--- src/rtl/car_motion_scheduler.sv ---
// Two-car motion update engine: per frame it turns, accelerates and moves both cars through one shared sin/cos LUT.
// Define CAR_COLLISION_EN to add the COLLIDE state; without it o_collision is tied low.
module car_motion_scheduler #(
    parameter int ANG_WIDTH    = 10,
    parameter int MAP_H_WIDTH  = 12,
    parameter int MAP_V_WIDTH  = 11,
    parameter int TRIG_WIDTH   = 8,
    parameter int ANG_STEP     = 5,
    parameter int SPEED_MAX    = 15,
    parameter int X_MIN        = -1000,
    parameter int X_MAX        = 1000,
    parameter int Y_MIN        = -500,
    parameter int Y_MAX        = 500,
    parameter int COLLIDE_DIST = 32
) (
    input  logic                          i_render_clk,
    input  logic                          i_rst,
    input  logic                          i_frame_tick,
    input  logic                          i_p1_left,
    input  logic                          i_p1_right,
    input  logic                          i_p1_accel,
    input  logic                          i_p2_left,
    input  logic                          i_p2_right,
    input  logic                          i_p2_accel,
    output logic                          o_trig_req,
    output logic signed [ANG_WIDTH-1:0]   o_trig_angle,
    input  logic                          i_trig_ack,
    input  logic signed [TRIG_WIDTH-1:0]  i_trig_cos,
    input  logic signed [TRIG_WIDTH-1:0]  i_trig_sin,
    output logic signed [ANG_WIDTH-1:0]   o_car1_angle,
    output logic signed [ANG_WIDTH-1:0]   o_car2_angle,
    output logic signed [MAP_H_WIDTH-1:0] o_car1_x,
    output logic signed [MAP_H_WIDTH-1:0] o_car2_x,
    output logic signed [MAP_V_WIDTH-1:0] o_car1_y,
    output logic signed [MAP_V_WIDTH-1:0] o_car2_y,
    output logic                          o_busy,
    output logic                          o_update_done,
    output logic                          o_overrun,
    output logic                          o_collision
);

    localparam int SPD_W = $clog2(SPEED_MAX + 1);
    localparam int FRAC  = TRIG_WIDTH - 2;

    typedef enum logic [2:0] {
        IDLE,
        TURN,
        TRIG,
        MOVE,
        NEXT,
`ifdef CAR_COLLISION_EN
        COLLIDE,
`endif
        DONE
    } state_t;

    state_t                        state;
    logic                          parity;   // 0: car1 serviced first this frame
    logic                          cur;      // car being serviced (0 = car1)
    logic                          second;   // set once the first car of the frame is finished
    logic signed [ANG_WIDTH-1:0]   ang   [2];
    logic signed [MAP_H_WIDTH-1:0] pos_x [2];
    logic signed [MAP_V_WIDTH-1:0] pos_y [2];
    logic        [SPD_W-1:0]       spd   [2];
    logic signed [TRIG_WIDTH-1:0]  cos_q;
    logic signed [TRIG_WIDTH-1:0]  sin_q;

    logic                          sel_left, sel_right, sel_accel;
    logic signed [31:0]            turn_ang;
    logic        [SPD_W-1:0]       turn_spd;
    logic signed [31:0]            spd_s, step_x, step_y, move_x, move_y;

    // NOTE: every variable gets a default at the top of always_comb so no path can infer a latch.
    always_comb begin
        sel_left  = cur ? i_p2_left  : i_p1_left;
        sel_right = cur ? i_p2_right : i_p1_right;
        sel_accel = cur ? i_p2_accel : i_p1_accel;

        turn_ang = 32'(ang[cur]);
        if (sel_left && !sel_right)
            turn_ang = turn_ang - ANG_STEP;
        else if (sel_right && !sel_left)
            turn_ang = turn_ang + ANG_STEP;
        if (turn_ang < 0)
            turn_ang = turn_ang + 360;
        else if (turn_ang >= 360)
            turn_ang = turn_ang - 360;

        turn_spd = spd[cur];
        if (sel_accel) begin
            if (spd[cur] < SPD_W'(SPEED_MAX))
                turn_spd = spd[cur] + SPD_W'(1);
        end else if (spd[cur] != '0) begin
            turn_spd = spd[cur] - SPD_W'(1);
        end

        // Full-precision product, then floor shift back out of the Q1.FRAC trig scale.
        spd_s  = $signed(32'(spd[cur]));
        step_x = (spd_s * 32'(cos_q)) >>> FRAC;
        step_y = (spd_s * 32'(sin_q)) >>> FRAC;
        move_x = 32'(pos_x[cur]) + step_x;
        move_y = 32'(pos_y[cur]) + step_y;
        if (move_x < X_MIN) move_x = X_MIN;
        if (move_x > X_MAX) move_x = X_MAX;
        if (move_y < Y_MIN) move_y = Y_MIN;
        if (move_y > Y_MAX) move_y = Y_MAX;
    end

`ifdef CAR_COLLISION_EN
    logic signed [31:0] sep_x, sep_y;
    logic               hit;

    always_comb begin
        sep_x = 32'(pos_x[0]) - 32'(pos_x[1]);
        sep_y = 32'(pos_y[0]) - 32'(pos_y[1]);
        if (sep_x < 0) sep_x = -sep_x;
        if (sep_y < 0) sep_y = -sep_y;
        hit = (sep_x < COLLIDE_DIST) && (sep_y < COLLIDE_DIST);
    end
`else
    assign o_collision = 1'b0;
`endif

    // NOTE: sequential state uses non-blocking assignments only, so every read sees the pre-edge value.
    always_ff @(posedge i_render_clk) begin
        if (i_rst) begin
            state         <= IDLE;
            parity        <= 1'b0;
            cur           <= 1'b0;
            second        <= 1'b0;
            // NOTE: the two-entry car arrays are reset because their values are architectural outputs.
            ang[0]        <= ANG_WIDTH'(60);
            ang[1]        <= ANG_WIDTH'(120);
            pos_x[0]      <= MAP_H_WIDTH'(0);
            pos_x[1]      <= MAP_H_WIDTH'(650);
            pos_y[0]      <= MAP_V_WIDTH'(250);
            pos_y[1]      <= MAP_V_WIDTH'(-250);
            spd[0]        <= '0;
            spd[1]        <= '0;
            cos_q         <= '0;
            sin_q         <= '0;
            o_trig_req    <= 1'b0;
            o_trig_angle  <= '0;
            o_busy        <= 1'b0;
            o_update_done <= 1'b0;
            o_overrun     <= 1'b0;
`ifdef CAR_COLLISION_EN
            o_collision   <= 1'b0;
`endif
        end else begin
            o_update_done <= 1'b0;
`ifdef CAR_COLLISION_EN
            o_collision   <= 1'b0;
`endif
            if (i_frame_tick && state != IDLE)
                o_overrun <= 1'b1;

            case (state)
                IDLE: begin
                    if (i_frame_tick) begin
                        state  <= TURN;
                        cur    <= parity;
                        second <= 1'b0;
                        o_busy <= 1'b1;
                    end
                end
                TURN: begin
                    ang[cur]     <= ANG_WIDTH'(turn_ang);
                    spd[cur]     <= turn_spd;
                    o_trig_req   <= 1'b1;
                    o_trig_angle <= ANG_WIDTH'(turn_ang);
                    state        <= TRIG;
                end
                TRIG: begin
                    if (i_trig_ack && o_trig_req) begin
                        cos_q      <= i_trig_cos;
                        sin_q      <= i_trig_sin;
                        o_trig_req <= 1'b0;
                        state      <= MOVE;
                    end
                end
                MOVE: begin
                    pos_x[cur] <= MAP_H_WIDTH'(move_x);
                    pos_y[cur] <= MAP_V_WIDTH'(move_y);
                    state      <= NEXT;
                end
                NEXT: begin
                    if (!second) begin
                        second <= 1'b1;
                        cur    <= ~cur;
                        state  <= TURN;
                    end else begin
`ifdef CAR_COLLISION_EN
                        state         <= COLLIDE;
`else
                        state         <= DONE;
                        o_update_done <= 1'b1;
`endif
                    end
                end
`ifdef CAR_COLLISION_EN
                COLLIDE: begin
                    if (hit) begin
                        spd[0]      <= '0;
                        spd[1]      <= '0;
                        o_collision <= 1'b1;
                    end
                    state         <= DONE;
                    o_update_done <= 1'b1;
                end
`endif
                DONE: begin
                    parity <= ~parity;
                    o_busy <= 1'b0;
                    state  <= IDLE;
                end
                default: state <= IDLE;
            endcase
        end
    end

    assign o_car1_angle = ang[0];
    assign o_car2_angle = ang[1];
    assign o_car1_x     = pos_x[0];
    assign o_car2_x     = pos_x[1];
    assign o_car1_y     = pos_y[0];
    assign o_car2_y     = pos_y[1];

endmodule
--- config.mk ---
export PLATFORM = sky130hd
export DESIGN_NAME = car_motion_scheduler
export DESIGN_NICKNAME = d
export VERILOG_FILES = /design/src/rtl/car_motion_scheduler.sv
export SDC_FILE = /design/constraint.sdc
export NUM_CORES = 1
export LEC_CHECK = 0
export BUFFER_PORTS_ARGS = -buffer_cell sky130_fd_sc_hd__buf_2
export CORE_ASPECT_RATIO = 1.5
export CORE_MARGIN = 1.5
export CORE_UTILIZATION = 40
export CTS_CLUSTER_SIZE = 28
export DETAILED_ROUTE_END_ITERATION = 12
export GPL_ROUTABILITY_DRIVEN = 0
export HOLD_SLACK_MARGIN = 0.15
export REMOVE_ABC_BUFFERS = 1
export SETUP_SLACK_MARGIN = 0.02
export SYNTH_ARGS = -nofsm -noshare
export SYNTH_HDL_FRONTEND = slang
export SYNTH_SLANG_ARGS = --single-unit
--- constraint.sdc ---
create_clock -name i_render_clk -period 8.6 [get_ports i_render_clk]
set_input_delay 1.72 -clock i_render_clk [delete_from_list [all_inputs] [get_ports i_render_clk]]
set_output_delay 1.72 -clock i_render_clk [all_outputs]
set_load 0.005 [all_outputs]
* Yosys cells after proc, flatten, opt, wreduce, memory -nomap -nowiden
Memory sizes are Yosys's and may differ from the RTL's. A register that Yosys moved wholly into a read port is not among the register bits. Index checks and enable logic that the tools add are counted. W data, S select, Z words.
Storage, ports and cells: memory bits (writable) 74, output and inout port bits 81, latch bits 0, bits of input ports 26, memories kept 4, memory bits (read-only) 0, bits in registers 36
Memory list:
- pos_x | depth 2, width 12, rd ports 3, clocked after memory_dff 1, wr ports 2, RTL line 62 | logic signed [MAP_H_WIDTH-1:0] pos_x [2];
- pos_y | depth 2, width 11, rd ports 3, clocked after memory_dff 1, wr ports 2, RTL line 63 | logic signed [MAP_V_WIDTH-1:0] pos_y [2];
- ang | depth 2, width 10, rd ports 3, clocked after memory_dff 1, wr ports 2, RTL line 61 | logic signed [ANG_WIDTH-1:0] ang [2];
- spd | depth 2, width 4, rd ports 1, clocked after memory_dff 1, wr ports 2, RTL line 64 | logic [SPD_W-1:0] spd [2];
Cells by class: order comparisons 7, multipliers 2, eq/ne operators 8, multiplexer cells 56, div/mod/pow operators 0, reduce and logical (&&, ||, !) cells 23, shift-type cells 0, bitwise logic cells 3, add/sub/neg operators 8
Operators with widths (number):
- $mux W32 | 4
- $mux W1 | 33
- $ge A32 B10 Y1 const B | 1
- $gt A32 B10 Y1 const B | 1
- $gt A32 B11 Y1 const B | 1
- $lt A32 B1 Y1 const B | 1
- $mux W10 | 3
- $mul A5 B8 Y13 | 2
- $mux W12 | 2
- $mux W11 | 2
- $mux W4 | 4
- $pmux W3 S5 | 1
- $add A12 B7 Y13 | 1
- $lt A13 B11 Y1 const B | 1
- $add A11 B7 Y12 | 1
- $lt A12 B10 Y1 const B | 1
- $reduce_or A12 Y1 | 1
- $add A10 B4 Y11 const B | 1
- $reduce_or A11 Y1 | 1
- $sub A10 B4 Y11 const B | 1
- $add A10 B10 Y10 const B | 1
- $reduce_and A2 Y1 | 5
- $reduce_or A10 Y1 | 1
- $sub A10 B10 Y10 const B | 1
- 19 further kinds | 36

* Logic depth before layout (Yosys ltp)
Gate-level depths: netlist of run 1.
word-level depth 9, depth in mapped cells 43

* Worst setup path after synthesis of run 1
Ideal clock, no wire load.
path kind register to register, start register (tool-made name), end memory pos_y[1][8], data pin, path buffers 7, library setup time 0.290 ns, path slack -0.085 ns, arrival time 8.395 ns, stages on the path, launching flop included 38, clock period less this slack 8.685 ns, cell sequence dfxtp_1 > buf_6 > buf_6 > clkbuf_1 > mux2_2 > clkbuf_1 > clkbuf_1 > and2_1 > ha_1 > fa_1 > inv_1 > fa_1 > inv_1 > ha_1 > o21a_1 > o211ai_1 > a21oi_1 > a2111oi_0 > [... 2 more ...] > xnor2_1 > ha_1 > a2111o_1 > a31o_1 > a21oi_1 > nor2b_1 > or4_1 > a21boi_0 > nand4b_1 > ha_1 > clkbuf_1 > nor3_1 > nor2_1 > o211ai_1 > nor3_1 > o41ai_2 > buf_2 > nand3_1
RTL lines (RTL line):
- to (decl) | 63

==> results by group, run 1 <==
Die
  • Die height: 186 um
  • Io pins: about 110
  • Num rows: 66
  • CORE AREA: ~22000 sq um
  • Starting density of the core: between 40% and 50%
  • Die width: ~130 um
  • Die ar.: 23300 sq um

Global route
  • Initial antenna violation count: 1
  • Total GRT Usage: a little under a fifth
  • Total gr overflow: 0
  • First-pass GRT wire length: roughly 34 mm
  • Largest net degree at the start of global routing: 47
  • Vias in the first global route: around 7000

Run
  • Max-cap violations: 0

Run status
  • Outcome: finished, final reports clean

CTS
  • Hold Buf Count CTS: 0
  • Max clock buf depth: 2
  • Clk root buf: clkbuf_16
  • CTS H-Tree Depth: 3
  • Total CTS buffers: 9
  • Clock slew at reported path FFs: 0.08 ns
  • Worst skew pair latency: 0.36 ns
  • Clock sinks: roughly 110
  • CTS tree: yes

STA
  • Final setup viols: 0
  • Unrepaired setup endpoints after global routing: false
  • TNS Setup: 0 ns
  • Final Max Tran Viols: 0
  • Period utilisation layout: around 93%
  • Slew @ Worst Pin: around 1.1 ns
  • Worst hold margin: 0.488 ns
  • Tmin final: 8.00 ns
  • Worst relative slew slack: ~28%
  • Fin Clk Skew: roughly 0.0084 ns
  • Final Hold Vio Count: 0
  • Achievable Freq: 125 MHz

Cells and area
  • Fill cells: 2211
  • Post-route cell area: around 10000 sq um
  • Share of cells above drive strength 1: 18.5%
  • Multi-input gate area: about 5500 sq um
  • Layout Area Growth over Synthesis: 13.2%
  • Nets: roughly 1200
  • Leading cell type in the layout, fill and taps excluded: buf_2
  • Most frequent cells in the layout: buf_2, inv_1, nand2_1
  • FF+latch area: about 3000 sq um
  • Antenna Cells: 0

Power
  • Leakage: between 4 and 5 nW
  • Clk pwr share: between 30% and 40%
  • Internal power: 0.000934 W
  • Sw Share: 31.4%
  • Psw: roughly 0.00043 W
  • Reg power frac: 44.4%
  • PD cells: about 130 nW/um^2
  • Combinational group share of total power: around a quarter
  • Max VDD drop: a little under 0.1 mV

Synth
  • EDFF count, synth: between 70 and 80
  • Library cells used by synthesis: 76
  • Post-synthesis sequential area ratio: approximately 33%
  • Syn. warnings: 0
  • Post-synth top flop: edfxtp_1
  • Avg Cell Area, Syn: just over 9 sq um
  • #FFs+latches synth: about 110
  • Ys async rst share: 0%
  • Syn Inst Count: roughly 960
  • Cell area after synthesis: between 8000 and 9000 sq um

Place
  • Post-placement cell area: between 9000 and 10000 sq um
  • Port bufs: around 110
  • Dpl hpwl: between 15 and 20 mm

Critical path
  • Most used cell, CP: nand2_1
  • Req. time, crit path: around 8.7 ns
  • Max stage delay on crit path: approximately 0.53 ns
  • FF-to-FF path depth: 38
  • Critical Path End: pos_x[1][7]
  • R2r setup slk: between 0.5 and 0.6 ns
  • Maximum fanout along the worst path: 23
  • Slowest cell on the critical path: fa_1
  • Startpoint types: flip-flop
  • CP arrival: 8.11 ns
  • FF-to-FF End: pos_x[1][7]
  • Worst Setup End Kind: flip-flop
  • WS Path Type: flip-flop to flip-flop

Drt
  • WL per Instance: 15.5 um
  • Final wirelength: a little over 20 mm
  • # DRC: 0
  • DR vias: 6963
  • DRT Pass-1 Iters: 4
  • DR iter-0 viols: 265
  • Post-DRT Antenna Nets: 0
  • DR vias/cell: ~5.2

Hold path
  • HP Class: flip-flop to flip-flop
worst max-delay path: cells and delay by family (launching register included):
| family | cells | cell delay (ns) |
|---|---|---|
| adders and majority gates | 6 | 2.35 |
| AOI/OAI and AO/OA | 14 | 2.35 |
| and+or+nand+nor | 12 | 1.57 |
| muxes | 2 | 0.65 |
| buffers and inverters | 4 | 0.40 |
| DFF | 1 | 0.39 |
cell type report:
cell class                      count  share of cell area [%]
Clock buffer                       13                    2.58
Clock inverter                      3                   0.259
Inverter                           95                    3.52
Multi-Input combinational cell    722                    54.7
Sequential cell                   111                    29.3
Tap cell                          272                    3.36
Timing Repair Buffer              120                    6.34
registers in the layout, indices dropped and copies added, names as in the netlist, named ones only:
signal	cells
o_trig_angle	10
ang	20
cos_q	8
o_overrun	1
state	3
o_busy	1
o_update_done	1
second	1
sin_q	8
spd	8
parity	1
pos_y	22
cur	1
o_trig_req	1
pos_x	24
power by group through the flow:
| stage | Sequential [W] | Clock, W | Combinational (W) |
|---|---|---|---|
| 2_1_floorplan | 0.000624 | 0 | 0.000221 |
| 3_3_place_gp | 0.000616 | 0 | 0.000327 |
| 3_5_place_dp | 0.000617 | 0 | 0.000330 |
| 4_1_cts | 0.000605 | 0.000427 | 0.000332 |
| 5_1_grt | 0.000608 | 0.000448 | 0.000372 |
| 6_report | 0.000605 | 0.000420 | 0.000337 |
kinds of logic after synthesis:
family | Yosys count | share of synthesized area [%]
buffers and inverters | 131 | 5.75
adders and majority gates | 107 | 17.8
AOI/OAI and AO/OA | 178 | 13.3
and+or+nand+nor | 336 | 18.8
DFF | 111 | 33.1
other | 1 | 0.0419
muxes | 47 | 5.70
xor gates and xnor gates | 53 | 5.56
layer usage:
metal	wire, um	vias up	share of wire [%]	GRT usage, %
met3	764	27	3.7	3.35
met2	11400	121	55	36.4
met1	8080	3293	39	18.8
li1	-	3520	-	-
met5	12	-	0.058	0
met4	397	2	1.9	5.50
worst min path at each step:
stage,start,to,slack (ns),cells past startpoint
after floorplan,cos_q[0],cos_q[0],0.45,2
after global placement,o_overrun,o_overrun,0.46,2
after detailed placement,o_overrun,o_overrun,0.48,2
after CTS,sin_q[0],sin_q[0],0.50,2
after global routing,sin_q[2],sin_q[2],0.52,2
final,o_overrun,o_overrun,0.49,2
timing repair:
action | in CTS | in global routing
endpoints found under the hold margin | 0 | 0
setup buffers | 0 | 3
resized for setup | 0 | 14
setup endpoints to repair | 0 | 38
synthesized netlist by cell type (8+ instances only):
cell | count | area share [%]
o21ai_0 | 18 | 1.0
xnor2_1 | 38 | 3.7
nand2_1 | 86 | 3.6
ha_1 | 73 | 10
edfxtp_1 | 74 | 25
nor3b_1 | 8 | 0.67
nor2_1 | 84 | 3.5
clkbuf_1 | 30 | 1.3
a21oi_1 | 77 | 4.3
nand3_1 | 18 | 1.0
nand2b_1 | 16 | 1.1
mux2i_1 | 21 | 2.3
xor2_1 | 12 | 1.2
fa_1 | 34 | 7.6
nor3_1 | 33 | 1.8
inv_1 | 92 | 3.9
a211oi_1 | 14 | 1.2
and2_1 | 49 | 3.4
dfxtp_1 | 37 | 8.3
mux2_2 | 23 | 2.9
metrics by stage:
stage	setup slack, ns	instances	utilization [%]	total power [W]
after detailed placement	0.149	1317	44.7	0.000947
final	0.595	1336	46.5	0.00136
after floorplan	-0.482	928	-	0.000844
after CTS	0.110	1333	46.1	0.00136
after global routing	0.0380	1336	46.5	0.00143
after global placement	0.361	1317	44.7	0.000944
Power figures use the tool's default switching activity.
==> run 2: changes to the inputs <==
==> constraint.sdc (replaced) <==
create_clock -name i_render_clk -period 9.55 [get_ports i_render_clk]
set_input_delay 1.91 -clock i_render_clk [delete_from_list [all_inputs] [get_ports i_render_clk]]
set_output_delay 1.91 -clock i_render_clk [all_outputs]
set_load 0.005 [all_outputs]
==> results by group, run 2 (synthesized netlist as in run 1, its figures left out) <==
STA
  • Fin Clk Skew: 0.0125 ns (+0.00407 ns)
  • Tmin final: 8.54 ns (+0.534 ns)
  • Unrepaired setup endpoints after global routing: false
  • Final Max Tran Viols: 0 (unchanged)
  • Worst relative slew slack: 20.1% (-8.1 points)
  • Slew @ Worst Pin: 1.20 ns (+0.122 ns)
  • Final setup viols: 0 (unchanged)
  • Achievable Freq: 117 MHz (-6.3%)
  • Period utilisation layout: 89.4% (-3.7 points)
  • Final Hold Vio Count: 0 (unchanged)
  • TNS Setup: 0 ns (unchanged)

Cells and area
  • Most frequent cells in the layout: buf_2, inv_1, nand2_1
  • Biggest regs: pos_x (24), pos_y (22), ang (20)
  • Antenna Cells: 0 (unchanged)
  • Layout Area Growth over Synthesis: 11.7%
  • Non-Filler Instances: 1327 (-0.67%)
  • Post-route cell area: 10000 sq um (-1.3%)
  • Number of flip-flops in the largest register: 24 (unchanged)
  • Leading cell type in the layout, fill and taps excluded: buf_2
  • Nets: 1183 (-0.76%)
  • Most flops, register: pos_x
  • Share of cells above drive strength 1: 17.2% (-1.4 points)

Run status
  • Outcome: finished, final reports clean

Critical path
  • Req. time, crit path: 9.61 ns (+0.91 ns)
  • Worst Setup End Kind: flip-flop
  • Startpoint types: flip-flop
  • Max stage delay on crit path: 0.54 ns (about the same)
  • Slowest cell on the critical path: fa_1
  • WS Path Type: flip-flop to flip-flop
  • CP arrival: 8.60 ns (+0.49 ns)
  • Maximum fanout along the worst path: 23 (unchanged)
  • Most used cell, CP: nand2_1
  • FF-to-FF path depth: 36 (-5.3%)

Power
  • Combinational group share of total power: 24.1% (-0.6 points)
  • Max VDD drop: 0.0808 mV (-16%)
  • Reg power frac: 44.8% (+0.4 points)
  • Psw: 0.000396 W (-7.3%)
  • Leakage: 4.36 nW (-1.4%)
  • Internal power: 0.000823 W (-12%)
  • PD cells: 122 nW/um^2 (-9.3%)
  • Sw Share: 32.5% (+1.1 points)
  • Clk pwr share: 31.1% (+0.3 points)

Hold path
  • HP Class: flip-flop to flip-flop
  • Hold path cells: 2 (unchanged)

Drt
  • Final wirelength: 20.9 mm (+0.92%)
  • # DRC: 0 (unchanged)
  • DRT Pass-1 Iters: 4 (unchanged)
  • Post-DRT Antenna Nets: 0 (unchanged)
  • DR iter-0 viols: 359 (+35%)
  • DR vias/cell: 5.26 (+0.90%)
  • DR vias: 6978 (+0.22%)
  • WL per Instance: 15.7 um (+1.6%)

Place
  • Port bufs: 105 (unchanged)
  • # placed instances: 1311 (-0.46%)
  • Post-placement cell area: 9710 sq um (-0.46%)
  • Dpl hpwl: 16.7 mm (+0.66%)

CTS
  • Clock sinks: 111 (unchanged)
  • Max clock buf depth: 2 (unchanged)
  • Clk root buf: clkbuf_16
  • Hold Buf Count CTS: 0 (unchanged)
  • CTS H-Tree Depth: 3 (unchanged)
  • CTS tree: yes
  • Worst skew pair latency: 0.37 ns (about the same)
  • Post-CTS setup buffer count: 0 (unchanged)
  • Total CTS buffers: 9 (unchanged)
  • Cts repair resizes: 0 (unchanged)
  • Clock slew at reported path FFs: 0.08 ns (about the same)

Global route
  • Initial antenna violation count: 2 (+1)
  • Total GRT Usage: 18.2% (+0.14 points)
  • Total gr overflow: 0 (unchanged)
  • Largest net degree at the start of global routing: 47 (unchanged)
  • Vias in the first global route: 6993 (-0.93%)
  • First-pass GRT wire length: 34.2 mm (+1.6%)

Die
  • Starting density of the core: 41.1% (unchanged)
  • CORE AREA: 21800 sq um (unchanged)
  • Io pins: 107 (unchanged)
  • Num rows: 66 (unchanged)
  • Die ar.: 23300 sq um (unchanged)
  • Die width: 125 um (unchanged)
  • Die height: 186 um (unchanged)

Run
  • Max-cap violations: 0 (unchanged)
## run 2: final timing paths
| check | start | endpoint | slack, ns |
|---|---|---|---|
| max | flip-flop | pos_x[1][1] | 1.01 |
| min | o_overrun | o_overrun | 0.48 |
| max reg2reg | flip-flop | pos_x[1][1] | 1.01 |
| min reg2reg | o_overrun | o_overrun | 0.48 |
## run 2: layer usage
metal  share of wire [%]  global-route usage [%]  wire, um  up-vias
met5                0.11                       0        23        -
met2                  54                    36.5     11300      130
met3                 3.5                    2.60       732       23
met4                 2.1                    6.14       440        4
met1                  40                    19.4      8310     3306
li1                    -                       -         -     3515
## run 2: stage by stage
step	total power [W]	hold slack, ns	setup WS [ns]	utilization, %
2_1_floorplan	0.000760	0.447	0.468	-
3_3_place_gp	0.000849	0.452	1.22	44.5
3_5_place_dp	0.000852	0.457	1.12	44.5
4_1_cts	0.00123	0.479	1.07	45.9
5_1_grt	0.00128	0.498	0.285	45.9
6_report	0.00122	0.481	1.01	45.9
## run 2: power by group through the flow
stage	logic [W]	clock network, W	registers, W
after detailed placement	0.000295	0	0.000557
final	0.000294	0.000379	0.000546
after CTS	0.000297	0.000389	0.000546
after global placement	0.000293	0	0.000556
after global routing	0.000327	0.000400	0.000549
after floorplan	0.000199	0	0.000561
## run 2: final cells by class
type                       instances  area [sq um]
fill                            2201         11800
multi-input combinational        722          5480
sequential                       111          2960
timing repair buffer             111           571
inverter                          95           357
tap                              272           340
clock buffer                       9           225
clock inverter                     7          66.3
## run 2: worst max-delay path, delay by kind of cell, from the launching register on
family / cells / cell delay [ns]
DFF: 1 / 0.37
and+or+nand+nor: 11 / 1.51
xor gates and xnor gates: 1 / 0.34
adders and majority gates: 6 / 2.35
muxes: 3 / 0.96
AOI/OAI and AO/OA: 12 / 2.40
buffers and inverters: 3 / 0.30
==> run 3: changes to the inputs <==
--- a/config.mk
+++ b/config.mk
@@ -7,7 +7,6 @@
 export LEC_CHECK = 0
 export BUFFER_PORTS_ARGS = -buffer_cell sky130_fd_sc_hd__buf_2
 export CORE_ASPECT_RATIO = 1.5
-export CORE_MARGIN = 1.5
 export CORE_UTILIZATION = 40
 export CTS_CLUSTER_SIZE = 28
 export DETAILED_ROUTE_END_ITERATION = 12
==> results by group, run 3 (synthesized netlist as in run 1, its figures left out) <==
Power
  • Max VDD drop: 0.0883 mV (+9.2%)
  • PD cells: 123 nW/um^2 (+0.79%)
  • Leakage: 4.36 nW (about the same)

CTS
  • Clock slew at reported path FFs: 0.08 ns (about the same)
  • CTS tree: yes
  • Total CTS buffers: 9 (unchanged)
  • Clock sinks: 111 (unchanged)
  • Cts repair resizes: 0 (unchanged)
  • Clk root buf: clkbuf_16
  • Max clock buf depth: 2 (unchanged)
  • Worst skew pair latency: 0.36 ns (about the same)
  • Post-CTS setup buffer count: 0 (unchanged)
  • Hold Buf Count CTS: 0 (unchanged)
  • CTS H-Tree Depth: 3 (unchanged)

Place
  • Port bufs: 105 (unchanged)
  • Dpl hpwl: 16.7 mm (+0.23%)
  • # placed instances: 1310 (-0.076%)

Global route
  • Largest net degree at the start of global routing: 47 (unchanged)
  • First-pass GRT wire length: 34.3 mm (+0.22%)
  • Total GRT Usage: 19.3% (+1.1 points)
  • Vias in the first global route: 6899 (-1.3%)
  • Initial antenna violation count: 0 (-2)
  • Total gr overflow: 0 (unchanged)

STA
  • Achievable Freq: 117 MHz (about the same)
  • Period utilisation layout: 89.3% (about the same)
  • Slew @ Worst Pin: 1.26 ns (+0.0628 ns)
  • TNS Setup: 0 ns (unchanged)
  • Tmin final: 8.53 ns (-0.00683 ns)
  • Worst hold margin: 0.489 ns (+0.00758 ns)
  • Final setup viols: 0 (unchanged)
  • Worst relative slew slack: 15.9% (-4.2 points)
  • Fin Clk Skew: 0.0137 ns (+0.00127 ns)
  • Final Max Tran Viols: 0 (unchanged)
  • Unrepaired setup endpoints after global routing: false
  • Final Hold Vio Count: 0 (unchanged)

Cells and area
  • Most frequent cells in the layout: buf_2, inv_1, nand2_1
  • Utilization after layout: 45.9% (about the same)
  • Share of cells above drive strength 1: 17.1% (-0.079 points)
  • Biggest regs: pos_x (24), pos_y (22), ang (20)
  • Antenna Cells: 0 (unchanged)
  • Nets: 1182 (-0.085%)
  • Number of flip-flops in the largest register: 24 (unchanged)
  • Layout Area Growth over Synthesis: 11.8% (about the same)
  • Leading cell type in the layout, fill and taps excluded: buf_2
  • Most flops, register: pos_x
  • Non-Filler Instances: 1326 (-0.075%)

Die
  • Num rows: 66 (unchanged)
  • Die ar.: 23000 sq um (-1.3%)
  • Io pins: 107 (unchanged)
  • Die height: 185 um (-0.54%)
  • Starting density of the core: 41.1% (unchanged)
  • Die width: 124 um (-0.80%)
  • CORE AREA: 21800 sq um (unchanged)

Critical path
  • Worst Setup End Kind: flip-flop
  • Maximum fanout along the worst path: 23 (unchanged)
  • Max stage delay on crit path: 0.54 ns (about the same)
  • CP arrival: 8.59 ns (about the same)
  • Slowest cell on the critical path: fa_1
  • Req. time, crit path: 9.60 ns (about the same)
  • Most used cell, CP: nand2_1
  • WS Path Type: flip-flop to flip-flop
  • Startpoint types: flip-flop

Run status
  • Outcome: finished, final reports clean

Drt
  • Final wirelength: 21.1 mm (+0.99%)
  • WL per Instance: 15.9 um (+1.1%)
  • # DRC: 0 (unchanged)
  • DR iter-0 viols: 352 (-1.9%)
  • DRT Pass-1 Iters: 5 (+1)
  • Post-DRT Antenna Nets: 0 (unchanged)
  • DR vias: 7031 (+0.76%)
  • DR vias/cell: 5.30 (+0.84%)

Hold path
  • Min-Delay Startpoint: o_overrun
  • HP Class: flip-flop to flip-flop

Run
  • Max-cap violations: 0 (unchanged)
-- run 3: final timing paths --
| kind | end | slack, ns | cells past startpoint |
|---|---|---|---|
| hold / removal | o_overrun | 0.49 | 2 |
| setup / recovery | pos_x[1][1] | 1.02 | 36 |
| hold reg to reg | o_overrun | 0.49 | 2 |
| setup reg to reg | pos_x[1][1] | 1.02 | 36 |
-- run 3: layout make-up --
cell class,instances,area (sq um)
Tap cell,272,340
Sequential cell,111,2960
Clock buffer,11,253
Fill cell,2185,11800
Multi-Input combinational cell,722,5480
Timing Repair Buffer,110,563
Inverter,95,357
Clock inverter,5,48.8
-- run 3: stage by stage --
stage | total power (W) | instance area [sq um] | worst slack [ns]
2_1_floorplan | 0.000760 | 8790 | 0.468
5_1_grt | 0.00129 | 10000 | 0.172
3_3_place_gp | 0.000848 | 9700 | 1.22
3_5_place_dp | 0.000851 | 9700 | 1.12
4_1_cts | 0.00124 | 10000 | 1.06
6_report | 0.00123 | 10000 | 1.02
-- run 3: metal layers --
| layer | vias up | global-route usage (%) | part of all wire, % |
|---|---|---|---|
| met2 | 152 | 37.3 | 55 |
| met1 | 3349 | 21.4 | 40 |
| met4 | 0 | 5.52 | 1.6 |
| met5 | - | 0 | 0 |
| met3 | 21 | 2.62 | 3.4 |
| li1 | 3509 | - | - |
-- run 3: report_power, final --
group / total, W / internal, W / switching (W)
clock network: 0.000390 / 0.000197 / 0.000193
registers: 0.000546 / 0.000532 / 0.0000145
logic: 0.000293 / 0.000108 / 0.000186
-- run 3: critical path: cells and delay by family (launching register included) --
family / cells / cell delay (ns)
buffers and inverters: 3 / 0.30
adders and majority gates: 6 / 2.34
xor gates and xnor gates: 1 / 0.34
and+or+nand+nor: 11 / 1.48
DFF: 1 / 0.37
muxes: 3 / 0.98
AOI/OAI and AO/OA: 12 / 2.38
